$ cat config.mk
export PLATFORM = sky130hd
export DESIGN_NAME = alu_cmd_sequencer
export DESIGN_NICKNAME = d
export VERILOG_FILES = /design/src/rtl/alu_cmd_sequencer.sv
export SDC_FILE = /design/constraint.sdc
export NUM_CORES = 1
export LEC_CHECK = 0
export BUFFER_PORTS_ARGS = -buffer_cell sky130_fd_sc_hd__buf_2
export CAP_MARGIN = 20
export CELL_PAD_IN_SITES_DETAIL_PLACEMENT = 0
export CELL_PAD_IN_SITES_GLOBAL_PLACEMENT = 2
export CORE_ASPECT_RATIO = 1.4
export CORE_MARGIN = 3
export CORE_UTILIZATION = 42
export DETAILED_ROUTE_END_ITERATION = 16
export PLACE_DENSITY = 0.82
export SLEW_MARGIN = 25
export SYNTH_ARGS = -nofsm -noshare
export SYNTH_HDL_FRONTEND = slang
export SYNTH_SLANG_ARGS = --single-unit
$ cat constraint.sdc
create_clock -name clk -period 2.5 [get_ports clk]
set_input_delay 0.375 -clock clk [delete_from_list [all_inputs] [get_ports clk]]
set_output_delay 0.375 -clock clk [all_outputs]
set_load 0.02 [all_outputs]
$ cat src/rtl/alu_cmd_sequencer.sv
// ============================================================================
// alu_cmd_sequencer
// ----------------------------------------------------------------------------
// Issue/capture stage that sits around an external WIDTH-bit ALU and its
// opcode result mux. Commands (opcode + two operands) are buffered in a small
// FIFO. One at a time they are popped into registered alu_* outputs, held
// stable for ALU_LAT cycles, and then the ALU result, carry and overflow are
// captured together with the opcode into a result register offered on a
// valid/ready interface.
//
// Optional feature (compile-time macro ALU_ZERO_FLAG_EN):
//   defined   -> extra output res_zero, registered at capture as
//                (alu_result == 0) and held with the other res_* outputs.
//   undefined -> no res_zero port and no zero-detect logic.
//
// Parameters:
//   DEPTH    command FIFO entries (power of 2, >= 2)
//   ALU_LAT  cycles alu_* are held stable before capture (1..15)
//   WIDTH    operand/result width
//
// Ports:
//   clk, rst_n                         clock (rising edge), async active-low reset
//   cmd_valid/cmd_ready                command handshake (cmd_ready = FIFO not full)
//   cmd_opcode/cmd_a/cmd_b             command fields
//   alu_opcode/alu_a/alu_b             registered command to the ALU
//   alu_result/alu_cout/alu_of         ALU response, sampled at capture
//   res_valid/res_ready                result handshake
//   res_data/res_cout/res_of/res_opcode captured result and the opcode behind it
//   busy                               FSM not idle or FIFO not empty
//   dbg_state                          current FSM state (IDLE=0, WAIT=1, HOLD=2)
//
// Handshakes: a transfer happens on a rising edge where valid && ready are
// both high. The source holds its payload stable while valid is high and not
// yet accepted; ready may not depend on valid. cmd_ready is a function of the
// FIFO fill level only, so it stays low when full even if a pop happens in
// the same cycle.
// ============================================================================
module alu_cmd_sequencer #(
    parameter int DEPTH   = 4,
    parameter int ALU_LAT = 1,
    parameter int WIDTH   = 8
) (
    input  logic             clk,
    input  logic             rst_n,
    input  logic             cmd_valid,
    output logic             cmd_ready,
    input  logic [3:0]       cmd_opcode,
    input  logic [WIDTH-1:0] cmd_a,
    input  logic [WIDTH-1:0] cmd_b,
    output logic [3:0]       alu_opcode,
    output logic [WIDTH-1:0] alu_a,
    output logic [WIDTH-1:0] alu_b,
    input  logic [WIDTH-1:0] alu_result,
    input  logic             alu_cout,
    input  logic             alu_of,
    output logic             res_valid,
    input  logic             res_ready,
    output logic [WIDTH-1:0] res_data,
    output logic             res_cout,
    output logic             res_of,
    output logic [3:0]       res_opcode,
    output logic             busy,
    output logic [1:0]       dbg_state
`ifdef ALU_ZERO_FLAG_EN
    ,
    output logic             res_zero
`endif
);

    localparam int AW = $clog2(DEPTH);
    localparam int CW = AW + 1;
    localparam logic [CW-1:0] FULL_CNT = CW'(DEPTH);
    localparam logic [3:0]    LAT_M1   = 4'(ALU_LAT - 1);

    typedef enum logic [1:0] {
        S_IDLE = 2'd0,
        S_WAIT = 2'd1,
        S_HOLD = 2'd2
    } state_e;

    // ------------------------------------------------------------------
    // Command FIFO
    // ------------------------------------------------------------------
    logic [3:0]       op_mem [DEPTH];
    logic [WIDTH-1:0] a_mem  [DEPTH];
    logic [WIDTH-1:0] b_mem  [DEPTH];

    logic [AW-1:0] wr_ptr_q, wr_ptr_d;
    logic [AW-1:0] rd_ptr_q, rd_ptr_d;
    logic [CW-1:0] count_q,  count_d;

    logic full;
    logic empty;
    logic push;
    logic pop;

    assign full      = (count_q == FULL_CNT);
    assign empty     = (count_q == '0);
    assign cmd_ready = !full;
    assign push      = cmd_valid && !full;

    // Storage has no reset: entries are only read when count_q says they
    // were written since the last reset.
    always_ff @(posedge clk) begin
        if (push) begin
            op_mem[wr_ptr_q] <= cmd_opcode;
            a_mem[wr_ptr_q]  <= cmd_a;
            b_mem[wr_ptr_q]  <= cmd_b;
        end
    end

    // Pointers wrap naturally because DEPTH is a power of two.
    always_comb begin
        wr_ptr_d = wr_ptr_q;
        rd_ptr_d = rd_ptr_q;
        count_d  = count_q;
        if (push) begin
            wr_ptr_d = wr_ptr_q + AW'(1);
        end
        if (pop) begin
            rd_ptr_d = rd_ptr_q + AW'(1);
        end
        case ({push, pop})
            2'b10:   count_d = count_q + CW'(1);
            2'b01:   count_d = count_q - CW'(1);
            default: count_d = count_q;
        endcase
    end

    always_ff @(posedge clk or negedge rst_n) begin
        if (!rst_n) begin
            wr_ptr_q <= '0;
            rd_ptr_q <= '0;
            count_q  <= '0;
        end else begin
            wr_ptr_q <= wr_ptr_d;
            rd_ptr_q <= rd_ptr_d;
            count_q  <= count_d;
        end
    end

    // ------------------------------------------------------------------
    // Issue / capture FSM
    // ------------------------------------------------------------------
    state_e           state_q,      state_d;
    logic [3:0]       cnt_q,        cnt_d;
    logic [3:0]       alu_opcode_q, alu_opcode_d;
    logic [WIDTH-1:0] alu_a_q,      alu_a_d;
    logic [WIDTH-1:0] alu_b_q,      alu_b_d;
    logic             res_valid_q,  res_valid_d;
    logic [WIDTH-1:0] res_data_q,   res_data_d;
    logic             res_cout_q,   res_cout_d;
    logic             res_of_q,     res_of_d;
    logic [3:0]       res_opcode_q, res_opcode_d;
`ifdef ALU_ZERO_FLAG_EN
    logic             res_zero_q,   res_zero_d;
`endif

    always_comb begin
        state_d      = state_q;
        cnt_d        = cnt_q;
        alu_opcode_d = alu_opcode_q;
        alu_a_d      = alu_a_q;
        alu_b_d      = alu_b_q;
        res_valid_d  = res_valid_q;
        res_data_d   = res_data_q;
        res_cout_d   = res_cout_q;
        res_of_d     = res_of_q;
        res_opcode_d = res_opcode_q;
`ifdef ALU_ZERO_FLAG_EN
        res_zero_d   = res_zero_q;
`endif
        pop          = 1'b0;

        case (state_q)
            S_IDLE: begin
                if (!empty) begin
                    pop          = 1'b1;
                    alu_opcode_d = op_mem[rd_ptr_q];
                    alu_a_d      = a_mem[rd_ptr_q];
                    alu_b_d      = b_mem[rd_ptr_q];
                    // Counts the remaining settle cycles after the pop edge.
                    cnt_d        = LAT_M1;
                    state_d      = S_WAIT;
                end
            end
            S_WAIT: begin
                if (cnt_q == 4'd0) begin
                    res_valid_d  = 1'b1;
                    res_data_d   = alu_result;
                    res_cout_d   = alu_cout;
                    res_of_d     = alu_of;
                    res_opcode_d = alu_opcode_q;
`ifdef ALU_ZERO_FLAG_EN
                    res_zero_d   = (alu_result == '0);
`endif
                    state_d      = S_HOLD;
                end else begin
                    cnt_d = cnt_q - 4'd1;
                end
            end
            S_HOLD: begin
                if (res_valid_q && res_ready) begin
                    res_valid_d = 1'b0;
                    state_d     = S_IDLE;
                end
            end
            default: begin
                state_d = S_IDLE;
            end
        endcase
    end

    always_ff @(posedge clk or negedge rst_n) begin
        if (!rst_n) begin
            state_q      <= S_IDLE;
            cnt_q        <= '0;
            alu_opcode_q <= '0;
            alu_a_q      <= '0;
            alu_b_q      <= '0;
            res_valid_q  <= 1'b0;
            res_data_q   <= '0;
            res_cout_q   <= 1'b0;
            res_of_q     <= 1'b0;
            res_opcode_q <= '0;
`ifdef ALU_ZERO_FLAG_EN
            res_zero_q   <= 1'b0;
`endif
        end else begin
            state_q      <= state_d;
            cnt_q        <= cnt_d;
            alu_opcode_q <= alu_opcode_d;
            alu_a_q      <= alu_a_d;
            alu_b_q      <= alu_b_d;
            res_valid_q  <= res_valid_d;
            res_data_q   <= res_data_d;
            res_cout_q   <= res_cout_d;
            res_of_q     <= res_of_d;
            res_opcode_q <= res_opcode_d;
`ifdef ALU_ZERO_FLAG_EN
            res_zero_q   <= res_zero_d;
`endif
        end
    end

    // ------------------------------------------------------------------
    // Outputs
    // ------------------------------------------------------------------
    assign alu_opcode = alu_opcode_q;
    assign alu_a      = alu_a_q;
    assign alu_b      = alu_b_q;
    assign res_valid  = res_valid_q;
    assign res_data   = res_data_q;
    assign res_cout   = res_cout_q;
    assign res_of     = res_of_q;
    assign res_opcode = res_opcode_q;
`ifdef ALU_ZERO_FLAG_EN
    assign res_zero   = res_zero_q;
`endif
    assign busy       = (state_q != S_IDLE) || !empty;
    assign dbg_state  = state_q;

endmodule
==> results.py <==
metrics = {
    "detailed_routing": {
        "drt_iter0_markers": 149,
        "vias_per_cell": 4.923,
        "drtPass1Iterations": 4,
        "detail-route-antenna-nets": 0,
        "num_vias": 2442,
        "drc": 0,
        "wl_per_cell_um": 17.53,
        "wl_mm": 8.695,
    },
    "place": {
        "io_buffers": 72,
        "dp_slack_ns": 0.2793,
        "hpwlAfterDp_mm": 5.682,
        "post_dp_cell_area_mm2": 0.005520,
        "place_congestion": 0.7018,
        "place_inst": 463,
    },
    "die": {
        "start_util_pct": 43.49,
        "dieArea_mm2": 0.01322,
        "io_pins": 73,
        "die_w_um": 98.04,
        "core-area_mm2": 0.01145,
        "rows": 46,
        "dieHeight_um": 134.9,
    },
    "worst_setup_path": {
        "required_ns": 2.81,
        "cpMaxStageDelayCell": "or3b_4",
        "critPathTopFamily": "simple AND/OR/NAND/NOR gates",
        "crit_type": "flip-flop to flip-flop",
        "r2r_cells": 9,
        "cpPeakStageDelay_ns": 0.45,
        "end_kind": "flip-flop",
        "crit_buf_inv": 2,
        "regToRegStartpoint": "count_q[0]$_DFFE_PN0P_",
        "crit_cells": 9,
        "crit_path_max_fanout": 6,
        "worst_r2r_endpoint": "count_q[2]$_DFFE_PN0P_",
        "startpoint_type": "flip-flop",
        "worstPathCellList": "or3b_4 -> and2_4 -> inv_2 -> ha_1 -> inv_1 -> fa_1 -> xor2_1 -> nor2_1 -> xor2_1",
        "arrival_ns": 2.55,
        "cpMostUsedCell": "xor2_1",
        "r2r_setup_slack_ns": 0.26,
    },
    "grt": {
        "grt_pass1_wl_mm": 14.48,
        "grt_max_degree": 24,
        "grt_use_total_pct": 14.52,
        "grt_pass1_vias": 2754,
        "overflow": 0,
        "antenna_found_initial": 0,
    },
    "power": {
        "powerDensity_mw_per_mm2": 1378,
        "seqPwrFrac_pct": 39.1,
        "p_sw_share_pct": 31.39,
        "p_switching_mw": 2.631,
        "combPwrFrac_pct": 33.7,
        "peakVddDrop_v": 0.0005361,
        "internal-power_mw": 5.751,
        "p_leak_nw": 2.414,
        "p_clk_share_pct": 27.1,
    },
    "sta": {
        "slew_headroom_pct": 61.69,
        "fin_setup_tns_ns": 0,
        "finalSetupViolations": 0,
        "layout_setup_ws_ns": 0.2608,
        "fin_crit_ns": 2.239,
        "clock_skew_ns": 0.009138,
        "hold_viol_final": 0,
        "max_freq_ghz": 0.4466,
        "slew_viol_final": 0,
        "max_slew.worst_pin.slew_ns": 0.5746,
        "timing.final.crit_share_pct": 89.57,
        "rsz0062_at_grt": "no",
    },
    "cells_and_area": {
        "layout_common_cells": "edfxtp_1 (80), buf_2 (72), dfrtp_1 (48)",
        "drive_above_1_share_pct": 46.02,
        "final_util_pct": 53.11,
        "fill_cells": 935,
        "final_nets": 381,
        "mostFrequentLayoutCell": "edfxtp_1",
        "area_delta_synth_final_pct": 22.13,
        "multi_input_area_mm2": 0.001292,
        "seqCellArea_mm2": 0.003603,
        "fin_cells": 496,
        "n_antenna_cell": 0,
        "stdcell_area_mm2": 0.006083,
    },
    "clock_network": {
        "clk_pin_slew_ns": 0.06,
        "numCtsBuffers": 17,
        "clk_latency_ns": 0.40,
        "ctsResizeCount": 0,
        "cts_max_path_buffers": 2,
        "cts_tree": "built",
        "cts-root-buf": "clkbuf_16",
        "clkSinkCount": 128,
        "htree_levels": 4,
    },
    "yosys": {
        "synth-xor-area-share_pct": 1.055,
        "synth.distinct_cells": 37,
        "synth_simple_gate_area_share_pct": 3.868,
        "synth.avg_cell_area_um2": 20.00,
        "synth_top_family_by_area": "multiplexers",
        "seq_area_frac_synth_pct": 72.34,
        "syn_nets": 291,
        "ys_seq_elements": 128,
        "synth_cells": 249,
        "yosysWarnings": 0,
        "syn_area_mm2": 0.004981,
        "synth.mux.area_fraction_pct": 18.06,
        "synth_compound_area_share_pct": 0.7033,
        "synth_fa_ha_area_share_pct": 2.160,
    },
    "min_path": {
        "holdPathStages": 2,
        "hold-path-endpoint": "res_of$_DFFE_PN0P_",
        "min_from": "alu_of",
        "hp-class": "primary input to flip-flop",
    },
    "job": {
        "cap_viol_max_count": 0,
    },
    "status": {
        "status": "complete, no violations",
    },
}
## power groups by stage
stage	Sequential [mW]	Combinational [mW]	Clock, mW
after floorplan	3.64	1.76	0
after global placement	3.30	2.85	0
after detailed placement	3.34	2.89	0
after CTS	3.30	2.92	2.32
after global routing	3.36	3.10	2.44
final	3.28	2.83	2.27
## how the worst max path moves through the flow
stage	startpoint	endpoint	slack [ns]
floorplan	dbg_state[1]$_DFFE_PN0P_	count_q[2]$_DFFE_PN0P_	0.33
global placement	count_q[0]$_DFFE_PN0P_	count_q[2]$_DFFE_PN0P_	0.36
detailed placement	count_q[0]$_DFFE_PN0P_	count_q[2]$_DFFE_PN0P_	0.28
CTS	count_q[0]$_DFFE_PN0P_	count_q[2]$_DFFE_PN0P_	0.25
global route	count_q[0]$_DFFE_PN0P_	count_q[2]$_DFFE_PN0P_	0.09
finish	count_q[0]$_DFFE_PN0P_	count_q[2]$_DFFE_PN0P_	0.26
## timing repair
| item | CTS | global route |
|---|---|---|
| buffers inserted | 0 | 0 |
| endpoints found under the hold margin | 17 | 0 |
| hold buffers | 1 | 0 |
| setup endpoints to repair | 0 | 0 |
## kinds of logic (layout without fill, tap and decap cells)
group,after synthesis,in the layout
AOI/OAI and AO/OA,6,6
xor gates and xnor gates,6,6
buffers and inverters,16,119
DFF,128,128
adders and majority gates,8,8
and+or+nand+nor,28,28
muxes,57,57
## stage by stage
| stage | hold slack [ns] | power (mW) |
|---|---|---|
| 2_1_floorplan | 0.07941 | 5.399 |
| 3_3_place_gp | 0.3488 | 6.144 |
| 3_5_place_dp | 0.3547 | 6.228 |
| 4_1_cts | 0.1680 | 8.537 |
| 5_1_grt | 0.1706 | 8.909 |
| 6_report | 0.1848 | 8.382 |
## synth_stat cells
library cell,number,share of area [%]
a21oi_1,2,0.20
and2_4,1,0.18
and3_1,4,0.50
buf_4,2,0.30
buf_6,3,0.68
clkbuf_1,2,0.15
dfrtp_1,48,24
edfxtp_1,80,48
fa_1,1,0.40
ha_1,7,1.8
inv_1,8,0.60
inv_2,1,0.075
mux2_1,7,1.6
mux2_2,20,4.5
mux2_4,9,2.7
mux2i_1,1,0.20
mux4_2,20,9.0
nand2_1,5,0.38
nand2b_1,1,0.13
nand3b_1,2,0.30
nand3b_2,1,0.23
nand4_1,1,0.13
nor2_1,4,0.30
nor2_4,1,0.23
nor3_4,1,0.33
nor3b_1,2,0.30
nor3b_2,1,0.25
o21ai_0,1,0.10
o21ai_1,1,0.10
o22ai_1,1,0.13
o41ai_1,1,0.18
or2_1,1,0.13
or3_1,1,0.13
or3b_4,1,0.23
or4_1,1,0.15
xnor2_1,2,0.35
xor2_1,4,0.70
## state kept, by name, indices dropped and copies added (netlist names)
register    count
cnt_q           4
res_of          1
count_q         3
res_data        8
res_cout        1
rd_ptr_q        2
alu_b           8
alu_opcode      4
alu_a           8
res_opcode      4
a_mem          32
wr_ptr_q        2
op_mem         16
res_valid       1
b_mem          32
dbg_state       2
## routing by layer
metal / track usage [%] / share of wire (%) / vias up
met5: 0 / 0 / -
met4: 5.081 / 1.2 / 0
met3: 3.979 / 3.7 / 6
met2: 25.72 / 55 / 53
met1: 16.94 / 40 / 1250
li1: - / - / 1133
## cell type report
cell class | instances | area share [%]
Sequential cell | 128 | 59.23
Multi-Input combinational cell | 105 | 21.25
Clock buffer | 18 | 7.055
Timing Repair Buffer | 78 | 6.911
Tap cell | 144 | 2.962
Clock inverter | 14 | 2.036
Inverter | 9 | 0.5553
No activity file was read; power rests on OpenSTA's default activity.
